==> src/rtl/clk_gen_multiphase_pkg.sv <==
// rtl/clk_gen_multiphase_pkg.sv - shared defaults, channel state encoding and phase-default helper
package clk_gen_multiphase_pkg;

   localparam int CLK_DEF_CNT_W = 11;
   localparam int CLK_DEF_HALF  = 125;
   localparam int CLK_DEF_PHASE = 62;

   typedef enum logic {
      ST_IDLE = 1'b0,
      ST_RUN  = 1'b1
   } chan_state_t;

   // Channel 0 is the phase reference; every other channel starts at the shared default offset.
   function automatic int chan_def_phase(input int ch, input int def_phase);
      return (ch == 0) ? 0 : def_phase;
   endfunction

endpackage

==> src/rtl/clk_gen_multiphase_chan.sv <==
// rtl/clk_gen_multiphase_chan.sv - one divided-clock channel: counter, run/idle FSM, shadow/active config, strobes
module clk_gen_multiphase_chan
   import clk_gen_multiphase_pkg::*;
#(
   parameter int CNT_W     = CLK_DEF_CNT_W,
   parameter int DEF_HALF  = CLK_DEF_HALF,
   parameter int DEF_PHASE = CLK_DEF_PHASE
) (
   input  logic             i_clk,
   input  logic             i_rst_n,
   input  logic             i_en,
   input  logic             i_wr,
   input  logic [CNT_W-1:0] i_half,
   input  logic [CNT_W-1:0] i_phase,
   output logic             o_clk,
   output logic             o_rise,
   output logic             o_fall,
   output logic             o_pend
);

   localparam logic [CNT_W-1:0] ONE = CNT_W'(1);
   localparam logic [CNT_W-1:0] TWO = CNT_W'(2);

   chan_state_t      r_state;
   logic [CNT_W-1:0] r_cnt;
   logic [CNT_W-1:0] r_half;
   logic [CNT_W-1:0] r_phase;
   logic [CNT_W-1:0] r_sh_half;
   logic [CNT_W-1:0] r_sh_phase;
   logic             r_clk;
   logic             r_rise;
   logic             r_fall;
   logic             r_pend;

   logic [CNT_W-1:0] w_half_c;
   logic [CNT_W-1:0] w_phase_c;
   logic             w_tc;

   // Clamp once at write time so the active pair is always consistent (phase < half, half >= 2).
   assign w_half_c  = (i_half < TWO) ? TWO : i_half;
   assign w_phase_c = (i_phase >= w_half_c) ? (w_half_c - ONE) : i_phase;
   assign w_tc      = (r_cnt == (r_half - ONE));

   always_ff @(posedge i_clk or negedge i_rst_n) begin
      if (!i_rst_n) begin
         r_state    <= ST_IDLE;
         r_cnt      <= '0;
         r_half     <= CNT_W'(DEF_HALF);
         r_phase    <= CNT_W'(DEF_PHASE);
         r_sh_half  <= CNT_W'(DEF_HALF);
         r_sh_phase <= CNT_W'(DEF_PHASE);
         r_clk      <= 1'b0;
         r_rise     <= 1'b0;
         r_fall     <= 1'b0;
         r_pend     <= 1'b0;
      end else begin
         r_rise <= 1'b0;
         r_fall <= 1'b0;
         if (r_state == ST_IDLE) begin
            r_clk <= 1'b0;
            r_cnt <= '0;
            if (i_en) begin
               r_state <= ST_RUN;
               if (r_pend) begin
                  r_half  <= r_sh_half;
                  r_phase <= r_sh_phase;
                  r_cnt   <= r_sh_phase;
                  r_pend  <= 1'b0;
               end else begin
                  r_cnt <= r_phase;
               end
            end
         end else if (!i_en) begin
            r_state <= ST_IDLE;
            r_clk   <= 1'b0;
            r_cnt   <= '0;
            r_fall  <= r_clk;
         end else if (w_tc) begin
            r_cnt  <= '0;
            r_clk  <= ~r_clk;
            r_rise <= ~r_clk;
            r_fall <= r_clk;
            // Live config swaps only at the end of a high half so no runt pulse escapes.
            if (r_clk && r_pend) begin
               r_half  <= r_sh_half;
               r_phase <= r_sh_phase;
               r_pend  <= 1'b0;
            end
         end else begin
            r_cnt <= r_cnt + ONE;
         end
         // A write in the same cycle as an apply re-arms pend with the newer values.
         if (i_wr) begin
            r_sh_half  <= w_half_c;
            r_sh_phase <= w_phase_c;
            r_pend     <= 1'b1;
         end
      end
   end

   assign o_clk  = r_clk;
   assign o_rise = r_rise;
   assign o_fall = r_fall;
   assign o_pend = r_pend;

endmodule

==> src/rtl/clk_gen_multiphase.sv <==
// rtl/clk_gen_multiphase.sv - N-channel phase-aligned divided-clock / strobe generator
module clk_gen_multiphase
   import clk_gen_multiphase_pkg::*;
#(
   parameter  int N_CH      = 2,
   parameter  int CNT_W     = CLK_DEF_CNT_W,
   parameter  int DEF_HALF  = CLK_DEF_HALF,
   parameter  int DEF_PHASE = CLK_DEF_PHASE,
   // One spare bit so out-of-range channel numbers can be presented and rejected.
   localparam int CH_W      = $clog2(N_CH) + 1
) (
   input  logic              i_clk,
   input  logic              i_rst_n,
   input  logic              i_en,
   input  logic              i_cfg_wr,
   input  logic [CH_W-1:0]   i_cfg_ch,
   input  logic [CNT_W-1:0]  i_cfg_half,
   input  logic [CNT_W-1:0]  i_cfg_phase,
   output logic [N_CH-1:0]   o_clk_out,
   output logic [N_CH-1:0]   o_rise_stb,
   output logic [N_CH-1:0]   o_fall_stb,
   output logic [N_CH-1:0]   o_cfg_pend
);

   logic [N_CH-1:0] w_wr;

   for (genvar g = 0; g < N_CH; g++) begin : g_ch
      assign w_wr[g] = i_cfg_wr && (i_cfg_ch == CH_W'(g));

      clk_gen_multiphase_chan #(
         .CNT_W     (CNT_W),
         .DEF_HALF  (DEF_HALF),
         .DEF_PHASE (chan_def_phase(g, DEF_PHASE))
      ) u_chan (
         .i_clk   (i_clk),
         .i_rst_n (i_rst_n),
         .i_en    (i_en),
         .i_wr    (w_wr[g]),
         .i_half  (i_cfg_half),
         .i_phase (i_cfg_phase),
         .o_clk   (o_clk_out[g]),
         .o_rise  (o_rise_stb[g]),
         .o_fall  (o_fall_stb[g]),
         .o_pend  (o_cfg_pend[g])
      );
   end

endmodule

==> config.mk <==
export PLATFORM = sky130hd
export DESIGN_NAME = clk_gen_multiphase
export DESIGN_NICKNAME = d
export VERILOG_FILES = /design/src/rtl/clk_gen_multiphase_pkg.sv /design/src/rtl/clk_gen_multiphase_chan.sv /design/src/rtl/clk_gen_multiphase.sv
export SDC_FILE = /design/constraint.sdc
export NUM_CORES = 1
export LEC_CHECK = 0
export ABC_CLOCK_PERIOD_IN_PS = 3160
export BUFFER_PORTS_ARGS = -buffer_cell sky130_fd_sc_hd__clkbuf_2
export CAP_MARGIN = 20
export CORE_MARGIN = 10
export CORE_UTILIZATION = 62
export DETAILED_ROUTE_END_ITERATION = 8
export GPL_ROUTABILITY_DRIVEN = 0
export PLACE_DENSITY = 0.78
export REMOVE_ABC_BUFFERS = 1
export SETUP_SLACK_MARGIN = 0.5
export SLEW_MARGIN = 20
export SYNTH_ARGS = -nofsm -noshare
export SYNTH_HDL_FRONTEND = slang
export SYNTH_SLANG_ARGS = --single-unit
==> constraint.sdc <==
create_clock -name i_clk -period 3.16 [get_ports i_clk]
set_input_delay 0.316 -clock i_clk [delete_from_list [all_inputs] [get_ports i_clk]]
set_output_delay 0.316 -clock i_clk [all_outputs]
set_load 0.01 [all_outputs]
==> flow_metrics.env <==
export IMPL_synth_main_ff_cell="dfrtp_1"
export IMPL_std_cell_rows=37
export IMPL_crit_path_end_kind="flop"
export IMPL_finalInstanceArea_sq_um=8417
export IMPL_cts_tree="done"
export IMPL_slew_viol_final=0
export IMPL_power_switching_uw=2255
export IMPL_max_cap_viol_count=0
export IMPL_seq_area_sq_um=3022
export IMPL_synth_yosys_seq_area_share_pct=45.82
export IMPL_hold_depth=1
export IMPL_grt_pass1_wl_microns=28970
export IMPL_r2r_start="g_ch[0].u_chan.r_half[1]$_DFFE_PN0P_"
export IMPL_grt_max_degree=55
export IMPL_cp_required_ns=3.54
export IMPL_critPathLaunchType="input pin"
export IMPL_hp_start="i_en"
export IMPL_final_antenna_net_count=0
export IMPL_routed_wl_microns=20610
export IMPL_cp_arrival_ns=3.61
export IMPL_rsz0062_at_grt="true"
export IMPL_hold_path_class="input pin to flop"
export IMPL_clk_latency_ns=0.53
export IMPL_synthSimpleGateAreaFrac_pct=15.58
export IMPL_fmax_mhz=309.1
export IMPL_stdcell_count=859
export IMPL_synth_edff_count=0
export IMPL_tns_ns=-0.3040
export IMPL_rr_worst_depth=10
export IMPL_initial_core_util_pct=63.85
export IMPL_die_area_sq_um=15150
export IMPL_core_sq_um=10320
export IMPL_violations="negative setup slack"
export IMPL_antennaDiodeCount=0
export IMPL_die_height_microns=123.1
export IMPL_synthArstFlopShare_pct=100.0
export IMPL_internal_power_uw=4217
export IMPL_synth_area_leaders="dfrtp_1 (32%), dfstp_2 (14%), xnor2_1 (4.8%), mux2i_1 (4.7%), mux2_4 (4.6%)"
export IMPL_synth_most_common_cell="dfrtp_1"
export IMPL_clk_pin_slew_ns=0.06
export IMPL_yosysWarnings=0
export IMPL_synth_top_area_share_pct=32.27
export IMPL_synth_compound_area_share_pct=10.73
export IMPL_drtIter0Drc=727
export IMPL_synth_top_family_by_area="simple AND/OR/NAND/NOR gates"
export IMPL_synth_mux_area_share_pct=13.36
export IMPL_synth_common_cells="dfrtp_1 (85), nand2_1 (60), nor2_1 (49)"
export IMPL_viasPerCell=6.626
export IMPL_fillCellCount=525
export IMPL_netlist_area_sq_um=6591
export IMPL_grtUsageTotal_pct=24.41
export IMPL_antenna_found_initial=0
export IMPL_cts_root_buf="clkbuf_8"
export IMPL_yosysTopAreaCell="dfrtp_1"
export IMPL_die_x_microns=123.1
export IMPL_synth_distinct_cells=58
export IMPL_fin_ws_ns=-0.07492
export IMPL_r2r_slack_ns=0.13
export IMPL_outcome="complete, but fails checks"
export IMPL_clock_skew_ns=0.006326
export IMPL_cts_buffers_inserted=17
export IMPL_p_per_area_nw_per_um2=769.0
export IMPL_first_pass_iters=8
export IMPL_synth_xor_xnor_area_share_pct=6.644
export IMPL_setup_viol=11
export IMPL_syn_inst=648
export IMPL_relSlewSlack_pct=37.54
export IMPL_path_max_fanout=8
export IMPL_avgRoutedWirePerCell_microns=23.99
export IMPL_ys_seq_elements=119
export IMPL_cts_buffer_depth=2
export IMPL_htreeDepth=4
export IMPL_vias=5692
export IMPL_io_buffers=35
export IMPL_power_share_combinational_pct=32.7
export IMPL_swShare_pct=34.84
export IMPL_fin_crit_ns=3.235
export IMPL_placed_cells=793
export IMPL_power_frac_clock_pct=28.7
export IMPL_drc=0
export IMPL_place_ws_ns=-0.5658
export IMPL_clkSinkCount=119
export IMPL_final_period_utilization_pct=102.4
export IMPL_postSynthAreaPerCell_sq_um=10.17
export IMPL_holdPathEnd="g_ch[0].u_chan.r_state$_DFF_PN0_"
export IMPL_placed_area_sq_um=6859
export IMPL_area_delta_synth_final_pct=27.70
export IMPL_grt_pass1_vias=5513
export IMPL_hold_viol=0
export IMPL_pwr_share_seq_pct=38.6
export IMPL_synthAdderAreaFrac_pct=3.037
export IMPL_pin_count=36
export IMPL_vdd_drop_max_mv=0.5042
export IMPL_fin_nets=754
export IMPL_grt_overflow=0
export IMPL_drive_gt1_share_pct=37.48
export IMPL_timing_rr_end="g_ch[0].u_chan.r_phase[10]$_DFFE_PN0P_"
export IMPL_multi_input_area_sq_um=3802
export IMPL_leakage_uw=0.003838
export IMPL_hpwl_microns=10960
export IMPL_tightest_slew_ns=0.9369
export IMPL_worstSetupPathType="input pin to flop"
[stage by stage]
step                util, %  total power [uW]  hold slack (ns)
floorplan                 -              3368          0.02041
global placement      66.44              3715           0.3800
detailed placement    66.44              3810           0.3866
CTS                   77.46              5941          0.08314
global route          81.53              6690          0.08933
finish                81.53              6472          0.08633
[registers in the layout (all words and copies together) (netlist names)]
signal / cells
g_ch.u_chan.r_cnt: 22
g_ch.u_chan.r_half: 22
g_ch.u_chan.r_phase: 22
g_ch.u_chan.r_sh_half: 22
g_ch.u_chan.r_sh_phase: 22
g_ch.u_chan.o_clk: 2
g_ch.u_chan.o_fall: 2
g_ch.u_chan.o_pend: 2
g_ch.u_chan.o_rise: 2
g_ch.u_chan.r_state: 1
[area by class of cell]
type	count	area share, %
Clock inverter	15	1.843
Timing Repair Buffer	88	9.068
Clock buffer	17	4.920
Multi-Input combinational cell	460	45.18
Inverter	24	1.070
Sequential cell	119	35.90
Tap cell	136	2.022
[repair_timing]
| item | 4_1_cts | 5_1_grt |
|---|---|---|
| resized for setup | 91 | 54 |
| setup endpoints to repair | 91 | 88 |
| pin swaps | 17 | 19 |
| endpoints found under the hold margin | 37 | 0 |
| hold buffers | 1 | 0 |
| buffers inserted | 14 | 13 |
| gates cloned | 5 | 1 |
[per-layer routing]
layer / share of wire, % / wire length (microns) / vias to the layer above / GRT usage [%]
li1: - / - / 2391 / -
met1: 38 / 7908 / 2786 / 31.94
met2: 47 / 9655 / 425 / 38.35
met3: 11 / 2368 / 90 / 6.791
met4: 3.3 / 673 / 0 / 8.443
met5: 0 / 0 / - / 0
[cell families (layout without fill, tap and decap cells)]
kind of cell             count (synthesis)  after routing
AND/OR/NAND/NOR                        209            209
AO/OA/AOI/OAI                          110            110
multiplexers                            75             75
adder cells (fa/ha/maj)                 16             16
XOR/XNOR                                50             50
buffers and inverters                   69            144
flip-flops                             119            119
[worst max-delay path, cell delays in order]
cell and delay, ns:
buf_6 0.09, or4_4 0.54, or3_4 0.34, or4_4 0.42, nor2b_4 0.16, ha_4 0.22, nor2b_4 0.12, o21a_1 0.17
o21ai_1 0.14, a21boi_1 0.10, o31ai_2 0.33, buf_6 0.26, mux2i_2 0.31, o21ai_1 0.10
[power by group through the flow]
stage,Combinational (uW),Clock [uW],Sequential [uW]
floorplan,1090,0,2280
global placement,1320,0,2400
detailed placement,1390,0,2420
CTS,1700,1830,2410
global route,2240,1920,2530
finish,2120,1860,2500
[worst max path at each step]
stage | startpoint | endpoint | slack [ns] | cells past startpoint
after floorplan | i_cfg_half[8] | g_ch[1].u_chan.r_sh_phase[0]$_DFFE_PN0P_ | -1.13 | 12
after global placement | i_cfg_half[8] | g_ch[0].u_chan.r_sh_phase[1]$_DFFE_PN0P_ | -0.39 | 14
after detailed placement | i_cfg_half[8] | g_ch[0].u_chan.r_sh_phase[2]$_DFFE_PN0P_ | -0.57 | 14
after CTS | i_cfg_half[8] | g_ch[0].u_chan.r_sh_phase[0]$_DFFE_PN0P_ | 0.13 | 14
after global routing | i_cfg_half[7] | g_ch[0].u_chan.r_sh_phase[9]$_DFFE_PN0P_ | -0.10 | 14
final | i_cfg_half[8] | g_ch[0].u_chan.r_sh_phase[9]$_DFFE_PN0P_ | -0.07 | 14
[placed cells by master (no fill, tap or decap), types with 23 or more instances in the layout]
master    synthesis  final
dfrtp_1          85     84
nand2_1          60     59
nor2_1           49     47
mux2_4           20     44
xnor2_1          36     36
dfstp_2          34     34
clkbuf_2          0     33
buf_4            10     31
o21ai_0          38     27
mux2i_1          31     23
Power figures use the tool's default switching activity.
